### src/rtl/multi_cycle_ctrl.sv
// ---------------------------------------------------------------------------
// multi_cycle_ctrl
//   Control FSM for a multi-cycle MIPS datapath that shares one PC, IR,
//   register file, ALU and unified memory across the FETCH / DECODE / EXEC /
//   MEM / WB steps. It steers the datapath muxes and write enables, handshakes
//   with the memory port, flags unknown opcodes, and counts retired
//   instructions.
//
// Ports
//   clk_i         rising-edge clock
//   rst_i         asynchronous reset, active low
//   instr_op_i    opcode field IR[31:26]
//   zero_i        ALU zero flag (branch resolution)
//   mem_ack_i     memory done: read data valid / write accepted this cycle
//   mem_req_o     memory access request
//   mem_we_o      1 = write (sw), 0 = read
//   iord_o        memory address select: 0 = PC, 1 = ALUOut
//   ir_write_o    load IR from memory data
//   pc_write_o    load PC
//   pc_src_o      00 = ALU (PC+4), 01 = branch target, 10 = jump target
//   reg_write_o   register file write enable
//   reg_dst_o     00 = rt, 01 = rd, 10 = $31
//   mem_to_reg_o  00 = ALUOut, 01 = MDR, 11 = PC (link)
//   alu_src_a_o   0 = PC, 1 = rs
//   alu_src_b_o   00 = rt, 01 = const 4, 10 = ext imm, 11 = branch offset<<2
//   alu_op_o      000 R(funct), 001 add, 010 sltiu, 011 sub, 100 lui, 101 ori
//   illegal_o     one-cycle pulse for an unknown opcode in DECODE
//   state_o       current state (debug)
//   retired_o     retired-instruction count, wraps modulo 2^CNT_W
// ---------------------------------------------------------------------------
module multi_cycle_ctrl #(
  parameter int CNT_W = 32
) (
  input  logic             clk_i,
  input  logic             rst_i,
  input  logic [5:0]       instr_op_i,
  input  logic             zero_i,
  input  logic             mem_ack_i,
  output logic             mem_req_o,
  output logic             mem_we_o,
  output logic             iord_o,
  output logic             ir_write_o,
  output logic             pc_write_o,
  output logic [1:0]       pc_src_o,
  output logic             reg_write_o,
  output logic [1:0]       reg_dst_o,
  output logic [1:0]       mem_to_reg_o,
  output logic             alu_src_a_o,
  output logic [1:0]       alu_src_b_o,
  output logic [2:0]       alu_op_o,
  output logic             illegal_o,
  output logic [2:0]       state_o,
  output logic [CNT_W-1:0] retired_o
);

  localparam logic [2:0] S_FETCH  = 3'd0;
  localparam logic [2:0] S_DECODE = 3'd1;
  localparam logic [2:0] S_EXEC   = 3'd2;
  localparam logic [2:0] S_MEM    = 3'd3;
  localparam logic [2:0] S_WB     = 3'd4;
  localparam logic [2:0] S_BRANCH = 3'd5;
  localparam logic [2:0] S_JUMP   = 3'd6;

  localparam logic [5:0] OP_RTYPE = 6'b000000;
  localparam logic [5:0] OP_ADDI  = 6'b001000;
  localparam logic [5:0] OP_SLTIU = 6'b001011;
  localparam logic [5:0] OP_LUI   = 6'b001111;
  localparam logic [5:0] OP_ORI   = 6'b001101;
  localparam logic [5:0] OP_LW    = 6'b100011;
  localparam logic [5:0] OP_SW    = 6'b101011;
  localparam logic [5:0] OP_BEQ   = 6'b000100;
  localparam logic [5:0] OP_BNE   = 6'b000101;
  localparam logic [5:0] OP_J     = 6'b000010;
  localparam logic [5:0] OP_JAL   = 6'b000011;

  localparam logic [CNT_W-1:0] CNT_ONE = {{(CNT_W-1){1'b0}}, 1'b1};

  logic [2:0]       stateR;
  logic [2:0]       nextStateS;
  logic             retireS;
  logic [CNT_W-1:0] retiredR;

  logic       memReqS, memWeS, iordS, irWriteS, pcWriteS, regWriteS;
  logic       aluSrcAS, illegalS;
  logic [1:0] pcSrcS, regDstS, memToRegS, aluSrcBS;
  logic [2:0] aluOpS;

  // Next-state, retire strobe and raw (un-gated) control decode.
  always_comb begin
    nextStateS = S_FETCH;
    retireS    = 1'b0;
    memReqS    = 1'b0;
    memWeS     = 1'b0;
    iordS      = 1'b0;
    irWriteS   = 1'b0;
    pcWriteS   = 1'b0;
    pcSrcS     = 2'b00;
    regWriteS  = 1'b0;
    regDstS    = 2'b00;
    memToRegS  = 2'b00;
    aluSrcAS   = 1'b0;
    aluSrcBS   = 2'b00;
    aluOpS     = 3'b000;
    illegalS   = 1'b0;
    case (stateR)
      S_FETCH: begin
        // ALU computes PC+4 while the instruction word is being read.
        memReqS  = 1'b1;
        aluSrcBS = 2'b01;
        aluOpS   = 3'b001;
        if (mem_ack_i) begin
          irWriteS   = 1'b1;
          pcWriteS   = 1'b1;
          nextStateS = S_DECODE;
        end else begin
          nextStateS = S_FETCH;
        end
      end
      S_DECODE: begin
        // Branch target is precomputed here so BRANCH only has to compare.
        aluSrcBS = 2'b11;
        aluOpS   = 3'b001;
        case (instr_op_i)
          OP_RTYPE, OP_ADDI, OP_SLTIU, OP_LUI,
          OP_ORI, OP_LW, OP_SW:            nextStateS = S_EXEC;
          OP_BEQ, OP_BNE:                  nextStateS = S_BRANCH;
          OP_J, OP_JAL:                    nextStateS = S_JUMP;
          default: begin
            illegalS   = 1'b1;
            nextStateS = S_FETCH;
          end
        endcase
      end
      S_EXEC: begin
        aluSrcAS   = 1'b1;
        aluSrcBS   = 2'b10;
        nextStateS = S_WB;
        case (instr_op_i)
          OP_RTYPE: begin
            aluSrcBS = 2'b00;
            aluOpS   = 3'b000;
          end
          OP_ADDI:  aluOpS = 3'b001;
          OP_LW, OP_SW: begin
            aluOpS     = 3'b001;
            nextStateS = S_MEM;
          end
          OP_SLTIU: aluOpS = 3'b010;
          OP_LUI:   aluOpS = 3'b100;
          OP_ORI:   aluOpS = 3'b101;
          default:  aluOpS = 3'b000;
        endcase
      end
      S_MEM: begin
        // Request stays up until the ack; a store finishes here.
        memReqS = 1'b1;
        iordS   = 1'b1;
        memWeS  = (instr_op_i == OP_SW);
        if (mem_ack_i) begin
          if (instr_op_i == OP_SW) begin
            nextStateS = S_FETCH;
            retireS    = 1'b1;
          end else begin
            nextStateS = S_WB;
          end
        end else begin
          nextStateS = S_MEM;
        end
      end
      S_WB: begin
        regWriteS  = 1'b1;
        nextStateS = S_FETCH;
        retireS    = 1'b1;
        case (instr_op_i)
          OP_RTYPE: regDstS   = 2'b01;
          OP_LW:    memToRegS = 2'b01;
          default:  regDstS   = 2'b00;
        endcase
      end
      S_BRANCH: begin
        aluSrcAS   = 1'b1;
        aluOpS     = 3'b011;
        pcSrcS     = 2'b01;
        nextStateS = S_FETCH;
        retireS    = 1'b1;
        case (instr_op_i)
          OP_BEQ:  pcWriteS = zero_i;
          OP_BNE:  pcWriteS = ~zero_i;
          default: pcWriteS = 1'b0;
        endcase
      end
      S_JUMP: begin
        // PC already holds PC+4 from FETCH, so jal links straight from PC.
        pcSrcS     = 2'b10;
        pcWriteS   = 1'b1;
        nextStateS = S_FETCH;
        retireS    = 1'b1;
        if (instr_op_i == OP_JAL) begin
          regWriteS = 1'b1;
          regDstS   = 2'b10;
          memToRegS = 2'b11;
        end else begin
          regWriteS = 1'b0;
        end
      end
      default: nextStateS = S_FETCH;
    endcase
  end

  // Output drive: during reset only the fetch request may show, so an ack
  // arriving while reset is held can never fire an enable.
  always_comb begin
    mem_req_o = memReqS;
    if (rst_i) begin
      mem_we_o     = memWeS;
      iord_o       = iordS;
      ir_write_o   = irWriteS;
      pc_write_o   = pcWriteS;
      pc_src_o     = pcSrcS;
      reg_write_o  = regWriteS;
      reg_dst_o    = regDstS;
      mem_to_reg_o = memToRegS;
      alu_src_a_o  = aluSrcAS;
      alu_src_b_o  = aluSrcBS;
      alu_op_o     = aluOpS;
      illegal_o    = illegalS;
    end else begin
      mem_we_o     = 1'b0;
      iord_o       = 1'b0;
      ir_write_o   = 1'b0;
      pc_write_o   = 1'b0;
      pc_src_o     = 2'b00;
      reg_write_o  = 1'b0;
      reg_dst_o    = 2'b00;
      mem_to_reg_o = 2'b00;
      alu_src_a_o  = 1'b0;
      alu_src_b_o  = 2'b00;
      alu_op_o     = 3'b000;
      illegal_o    = 1'b0;
    end
  end

  // State register and retired-instruction counter.
  always_ff @(posedge clk_i or negedge rst_i) begin
    if (!rst_i) begin
      stateR   <= S_FETCH;
      retiredR <= '0;
    end else begin
      stateR <= nextStateS;
      if (retireS) begin
        retiredR <= retiredR + CNT_ONE;
      end else begin
        retiredR <= retiredR;
      end
    end
  end

  assign state_o   = stateR;
  assign retired_o = retiredR;

endmodule

### config.mk
export PLATFORM = sky130hd
export DESIGN_NAME = multi_cycle_ctrl
export DESIGN_NICKNAME = d
export VERILOG_FILES = /design/src/rtl/multi_cycle_ctrl.sv
export SDC_FILE = /design/constraint.sdc
export NUM_CORES = 1
export LEC_CHECK = 0
export ABC_AREA = 0
export BUFFER_PORTS_ARGS = -buffer_cell sky130_fd_sc_hd__clkbuf_2
export CAP_MARGIN = 20
export CORE_ASPECT_RATIO = 0.6
export CORE_UTILIZATION = 50
export CTS_BUF_LIST = sky130_fd_sc_hd__clkbuf_4
export DETAILED_ROUTE_END_ITERATION = 8
export PLACE_DENSITY = 0.75
export SLEW_MARGIN = 20
export SYNTH_ARGS = -nofsm -noshare
export SYNTH_HDL_FRONTEND = slang
export SYNTH_SLANG_ARGS = --single-unit
### constraint.sdc
create_clock -name clk_i -period 1.75 [get_ports clk_i]
set_input_delay 0.2625 -clock clk_i [delete_from_list [all_inputs] [get_ports clk_i]]
set_output_delay 0.2625 -clock clk_i [all_outputs]
set_load 0.1 [all_outputs]
==> results of run 1 <==
cell usage after synthesis, types with 2 or more instances:
master,count
a21oi_1,5
and2_1,3
and3_1,8
and4_1,2
buf_2,3
buf_4,3
buf_6,2
clkbuf_1,3
dfrtp_1,35
inv_1,11
nand2_1,16
nand2b_1,3
nand3_1,14
nand4_1,7
nor2_1,17
nor2b_1,4
nor3_1,11
nor4_1,3
nor4_2,4
o2111ai_2,2
o211ai_1,2
or3_1,2
xnor2_1,22
xor2_1,11
metrics by stage:
stage	hold slack, ns	area (um^2)	util (%)	std cells	setup WS, ns
after floorplan	-0.0331	2410	-	216	-0.845
after global placement	0.250	3370	88.5	370	-0.0364
after detailed placement	0.238	3370	88.5	370	-0.159
after CTS	0.0750	3640	95.5	385	-0.281
cells by family after synthesis:
family | count (synthesis)
adders and majority gates | 1
DFF | 35
xor gates and xnor gates | 33
and+or+nand+nor | 102
AOI/OAI and AO/OA | 21
muxes | 2
buffers and inverters | 22
repair_timing:
item / in CTS
hold buffers: 1
buffers inserted: 6
gates resized for setup: 28
endpoints found under the hold margin: 1
pin swaps: 12
endpoints found under the setup margin: 31
==> run metrics, run 1 <==
simple-gate area share of the yosys netlist 28.8%; Post-synth EDFFs 0; detailed placer's ending HPWL 5180 um; Die X 85.1 um; GP Congestion 0.886; Area contributors post-synth dfrtp_1, xnor2_1, xor2_1, nand3_1, nor2_1; asr flop ratio synth 100%; flops & latches, synth 35; compound-gate portion of the synthesized area 7.92%; Synthesis Warnings 0; clock buffer depth 2; Die Y 51.9 um; Top Ports 64; CTS Sinks 35; adder-cell area share of the yosys netlist 0.604%; synthesized area 2070 um^2; sequential fraction of the synthesis area 42.3%; Yosys top cell area share 42.3%; WEP type output port; xor/xnor share of the synthesized area 14.0%; leading area contributor after synthesis dfrtp_1; Synth Instances 216; post-synthesis mux area share 1.03%; largest net degree at the start of global routing 25; status stopped before the end; Syn Area/Cell 9.59 um^2; port bufs 63; largest family of logic cells by synthesized area simple AND/OR/NAND/NOR gates; # H-tree levels 2; FP Rows 17; CTS Buf Count 5; Fail Step 5_1_grt; clk root buf clkbuf_4; distinct cell type count after synthesis 47; starting density of the core 54.4%; GR repair worst EP alu_op_o[1]; Top FF cell, synth dfrtp_1; Error [ERROR DPL-0038] Utilization greater than 100%, impossible to legalize; syn nets 227
==> run 2, diff against run 1 <==
Settings changed: CORE_ASPECT_RATIO 0.6 to unset, CORE_UTILIZATION 50 to 35, CTS_BUF_LIST sky130_fd_sc_hd__clkbuf_4 to unset, PLACE_DENSITY 0.75 to unset, PLACE_DENSITY_LB_ADDON set to 0.15.
==> run 2 against run 1 <==
Synthesized cell count did not move. The flow now finishes, with violations (negative setup slack). Area after synthesis did not move.
==> run metrics, run 2 <==
Worst Skew 0.00515 ns; Synthesis Warnings 0 (unchanged); Vias/cell 4.95; R2R setup slack -0.24 ns; CP Data Arrival Time 1.81 ns; largest net degree at the start of global routing 21; total routed wirelength 6520 um; port bufs 63 (unchanged); Combinational Power Share 65.5%; Area contributors post-synth dfrtp_1, xnor2_1, xor2_1, nand3_1, nor2_1; # H-tree levels 2 (unchanged); status finished with violations; Top FF cell, synth dfrtp_1; sequential fraction of design power 20.0%; initial antenna violation count 0; final hold vios 0; latest clock arrival within the worst-skew pair 0.29 ns; die area 6230 um^2; CP Launch Type flip-flop; Antenna Diode Count 0; syn nets 227 (unchanged); first-pass GRT wire length 10100 um; max-cap violations 0; fmax 484 MHz; crit path to mem_to_reg_o[0]; DP Worst Slack -0.0816 ns (+0.0778 ns); synth-to-layout area growth 94.4%; GP Congestion 0.823 (-7.0%); critical path capture point type primary output; post-route ant nets 0; clk root buf clkbuf_8; Top Ports 64 (unchanged); worst r2r src state_o[1]; crit path from state_o[0]; Rel. slew slack 62.9%; Final nets 366; Die X 78.9 um (-7.2%); sequential fraction of the synthesis area 42.3% (unchanged); Synth Instances 216 (unchanged); Worst EP required 1.49 ns; FP Rows 27 (+10); CTS Buf Count 5 (unchanged); switch share 48.0%; Syn Area/Cell 9.59 um^2 (unchanged); Iteration-0 DRC Markers 60; Non-Filler Instances 428; Post-synth EDFFs 0 (unchanged); endpoints failing setup 33; crit path kind reg -> out; Die Y 78.9 um (+52%); Post-CTS Hold Buffers 0 (-1); distinct cell type count after synthesis 47 (unchanged); pwr/cell area 1270 nW/um^2; flops & latches, synth 35 (unchanged); leading area contributor after synthesis dfrtp_1; LEAKAGE 1.77 nW; worst-path maximum fanout 2; number of flip-flops in the largest register 32; layout cells sized above 1 68.3%; fin crit share 118%; routed len/inst 15.2 um; gr usage total 21.0%; Peak VDD IR 1.04 mV; RSZ-0062 raised after global routing true; Min Clock Period, post-route 2.07 ns; starting density of the core 36.9% (-17 points); Worst-path clk slew 0.08 ns; r2r worst-path depth 8; vias post-DR 2119; clock buffer depth 2 (unchanged); Initial DRT Pass Iterations 6; CTS Sinks 35 (unchanged); most frequent cells in the layout buf_4, clkbuf_2, buf_12; Clk network pwr share 14.5%; detailed placer's ending HPWL 4540 um (-12%); max-slew violations 0; TritonCTS clock tree yes; synthesized area 2070 um^2 (unchanged); Yosys top cell area share 42.3% (unchanged); asr flop ratio synth 100% (unchanged); R2R Path End retired_o[24]; most common cell in the netlist dfrtp_1; core area 5610 um^2; commonest non-fill, non-tap cell in the layout buf_4; Psw 2.45 mW; most frequent cells after synthesis dfrtp_1, xnor2_1, nor2_1; # placed instances 394 (+6.5%); failing checks negative setup slack; number of remaining DRC errors 0; Fin Hold WS 0.173 ns; grt ovf 0; internal power 2.65 mW; vias in the first global route 2128; type of the worst min-delay path in -> async; final worst slack -0.318 ns; Slew @ Worst Pin 0.560 ns
==> run 2: logic make-up (layout without fill, tap and decap cells) <==
family,count (synthesis),after routing,synth area share [%]
AOI/OAI and AO/OA,21,21,7.92
buffers and inverters,22,162,5.44
and+or+nand+nor,102,102,28.8
DFF,35,35,42.3
adders and majority gates,1,1,0.604
xor gates and xnor gates,33,33,14.0
muxes,2,2,1.03
==> run 2: cell type report <==
class	instances	area (um^2)
Fill cell	397	1580
Tap cell	72	90.1
Multi-Input combinational cell	159	1480
Clock buffer	5	68.8
Inverter	11	52.6
Sequential cell	35	961
Clock inverter	3	43.8
Timing Repair Buffer	143	1330
==> run 2: per-stage QoR <==
stage / cell area, um^2 / power (mW) / TNS, ns / util, %
global placement: 3430 / 3.80 / -0.259 / 61.2
global route: 4030 / 5.27 / -8.88 / 71.8
floorplan: 2410 / 2.91 / -11.86 / -
detailed placement: 3430 / 3.83 / -0.489 / 61.2
finish: 4030 / 5.10 / -5.51 / 71.8
CTS: 3780 / 4.85 / -4.06 / 67.5
==> run 2: worst min path at each step <==
stage | start | end | slack, ns | cells after the start
finish | rst_i | state_o[1] | 0.17 | 3
global route | rst_i | state_o[1] | 0.19 | 3
CTS | rst_i | state_o[1] | 0.16 | 3
detailed placement | rst_i | state_o[1] | 0.45 | 3
global placement | rst_i | state_o[1] | 0.46 | 3
floorplan | rst_i | retired_o[11] | -0.03 | 0
==> run 2: layer usage <==
layer	vias up	GRT usage, %	wire length (um)
met5	-	0	0
met4	0	6.00	88
li1	1036	-	-
met2	52	38.1	3520
met3	8	2.76	205
met1	1023	26.0	2710
==> run 2: power by group through the flow <==
stage               combinational, mW  sequential [mW]  clock [mW]
global placement                 2.77             1.03           0
CTS                              3.07             1.02       0.755
floorplan                        1.30             1.62           0
finish                           3.34             1.02       0.739
detailed placement               2.79             1.03           0
global route                     3.46             1.03       0.780
==> run 2: worst max-delay path, stage by stage (launching register included) <==
cell     delay [ns]
dfrtp_4        0.49
buf_4          0.15
or3_4          0.34
nor4_4         0.31
buf_12         0.21
==> run 2: repair_timing <==
item | CTS | global route
pin swaps | 16 | 25
setup endpoints to repair | 23 | 50
setup buffers | 15 | 12
gates cloned | 0 | 1
gates resized for setup | 24 | 30
Power figures use the tool's default switching activity.
==> run 3, diff against run 2 <==
Settings changed: REMOVE_ABC_BUFFERS set to 1.
==> run 3 against run 2 <==
The run still ends with negative setup slack left. Via count down 3.6%. Non-clock buffer count down 21. Final area down 11%. Clock skew up 0.0021 ns. Cell count down 4.9%. Fmax up 5.9%. Critical path depth up 1. Clock power about the same. Worst hold slack worse by 0.11 ns. Critical endpoint is now alu_src_a_o.
==> run metrics, run 3 (synthesized netlist as in run 2, its figures left out) <==
status finished with violations; failing checks negative setup slack; largest net degree at the start of global routing 29 (+38%); CP Launch Type flip-flop; Rel. slew slack 62.5% (-0.33 points); max-slew violations 0 (unchanged); worst-path maximum fanout 5 (+3); crit path from state_o[0]; Fill cells 472 (+19%); Worst-path clk slew 0.07 ns (about the same); Post-CTS Hold Buffers 0 (unchanged); Final Power 4.61 mW (-9.5%); FP Rows 27 (unchanged); Final nets 345 (-5.7%); detailed placer's ending HPWL 4210 um (-7.3%); clock buffer depth 2 (unchanged); # placed instances 390 (-1.0%); fin crit share 112% (-6.6 points); starting density of the core 36.9% (unchanged); Slew @ Worst Pin 0.564 ns (+0.00497 ns); most frequent cells in the layout buf_4, clkbuf_2, dfrtp_1; commonest non-fill, non-tap cell in the layout buf_4; R2R Path End retired_o[1]; Worst EP required 1.49 ns (about the same); Initial DRT Pass Iterations 4 (-2); max-cap violations 0 (unchanged); vias in the first global route 1944 (-8.6%); clk root buf clkbuf_8; Non-Filler Instances 407 (-4.9%); pwr/cell area 1290 nW/um^2 (+2.0%); Final TNS setup -2.91 ns (+2.59 ns); grt ovf 0 (unchanged); RSZ-0062 raised after global routing true; core area 5610 um^2 (unchanged); number of flip-flops in the largest register 32 (unchanged); Psw 2.27 mW (-7.3%); Top Ports 64 (unchanged); type of the worst min-delay path in -> async; final worst slack -0.203 ns (+0.115 ns); first-pass GRT wire length 9360 um (-7.7%); final hold vios 0 (unchanged); Worst Skew 0.00727 ns (+0.00211 ns); LEAKAGE 1.65 nW (-6.8%); Die Y 78.9 um (unchanged); layout cells sized above 1 54.6% (-14 points); total routed wirelength 5830 um (-11%); gr usage total 19.5% (-1.5 points); R2R setup slack -0.13 ns (+0.11 ns); TritonCTS clock tree yes; die area 6230 um^2 (unchanged); fin util 63.7% (-8.1 points); Min Clock Period, post-route 1.95 ns (-0.115 ns); # H-tree levels 2 (unchanged); Vias/cell 5.02 (+1.3%); fmax 512 MHz (+5.9%); Clk network pwr share 16.0% (+1.5 points); critical path capture point type primary output; switch share 49.2% (+1.1 points); crit path to alu_src_a_o; post-route ant nets 0 (unchanged); r2r worst-path depth 7 (-1); initial antenna violation count 0 (unchanged); CP Data Arrival Time 1.69 ns (-0.12 ns); vias post-DR 2042 (-3.6%); endpoints failing setup 41 (+24%); GP Congestion 0.839 (+1.9%); synth-to-layout area growth 72.5%; Combinational Power Share 63.2% (-2.3 points); Iteration-0 DRC Markers 113 (+88%); number of remaining DRC errors 0 (unchanged); routed len/inst 14.3 um (-5.9%); sequential fraction of design power 20.9% (+0.9 points); CTS Buf Count 5 (unchanged); CTS Sinks 35 (unchanged); crit path kind reg -> out; Finished Cell Area 3570 um^2 (-11%); port bufs 63 (unchanged); Peak VDD IR 1.13 mV (+9.1%); Post-Place Cell Area 3080 um^2 (-10%); worst r2r src state_o[0]; internal power 2.34 mW (-11%); Antenna Diode Count 0 (unchanged); latest clock arrival within the worst-skew pair 0.29 ns (about the same); Die X 78.9 um (unchanged)
run 3: changes by cell type in the layout (fill, tap and decap cells not counted), sizes merged:
cell      previous run  this run
buf                 99        80
clkbuf              49        47
clkinvlp             1         0
inv                 10        11
run 3: repair_timing:
item	in CTS	in global routing
setup endpoints to repair	24	49
pin swaps	7	17
setup buffers	4	6
gates resized for setup	26	45
run 3: routing by layer:
metal  global-route usage [%]  vias up  wire (um)
met5                        0        -          0
met4                     5.45        0         74
met3                     3.79        9        245
met2                     32.7       46       2870
met1                     25.5      994       2640
li1                         -      993          -
run 3: worst max-delay path: stages, from the launching register on:
cell and delay (ns):
dfrtp_2 0.45, buf_4 0.15, or3_1 0.36, a21boi_1 0.14
buf_4 0.14, buf_12 0.16
run 3: final cells by class:
class | instances | area (um^2) | share of cell area (%)
clock inverter | 3 | 43.8 | 1.23
tap | 72 | 90.1 | 2.52
clock buffer | 5 | 68.8 | 1.93
inverter | 11 | 48.8 | 1.37
multi-input combinational | 159 | 1350 | 37.7
timing repair buffer | 122 | 1090 | 30.6
sequential | 35 | 878 | 24.6
run 3: power by group through the flow:
stage	Sequential, mW	Combinational [mW]	Clock, mW
global route	0.972	3.03	0.784
finish	0.963	2.91	0.736
detailed placement	0.963	2.54	0
global placement	0.964	2.52	0
CTS	0.953	2.67	0.749
floorplan	1.59	0.890	0
run 3: worst min-delay path by stage:
stage / depth (start not counted) / slack [ns] / start / to
final: 2 / 0.06 / rst_i / retired_o[6]
after detailed placement: 2 / 0.30 / rst_i / retired_o[12]
after CTS: 2 / 0.003 / rst_i / retired_o[7]
after global placement: 2 / 0.31 / rst_i / retired_o[6]
after floorplan: 0 / -0.03 / rst_i / retired_o[0]
after global routing: 2 / 0.07 / rst_i / retired_o[0]
run 3: per-stage QoR:
| step | hold slack, ns | setup slack [ns] |
|---|---|---|
| after global routing | 0.0710 | -0.239 |
| after floorplan | -0.0331 | -3.00 |
| after detailed placement | 0.304 | -0.131 |
| after CTS | 0.00262 | -0.236 |
| final | 0.0633 | -0.203 |
| after global placement | 0.311 | -0.108 |
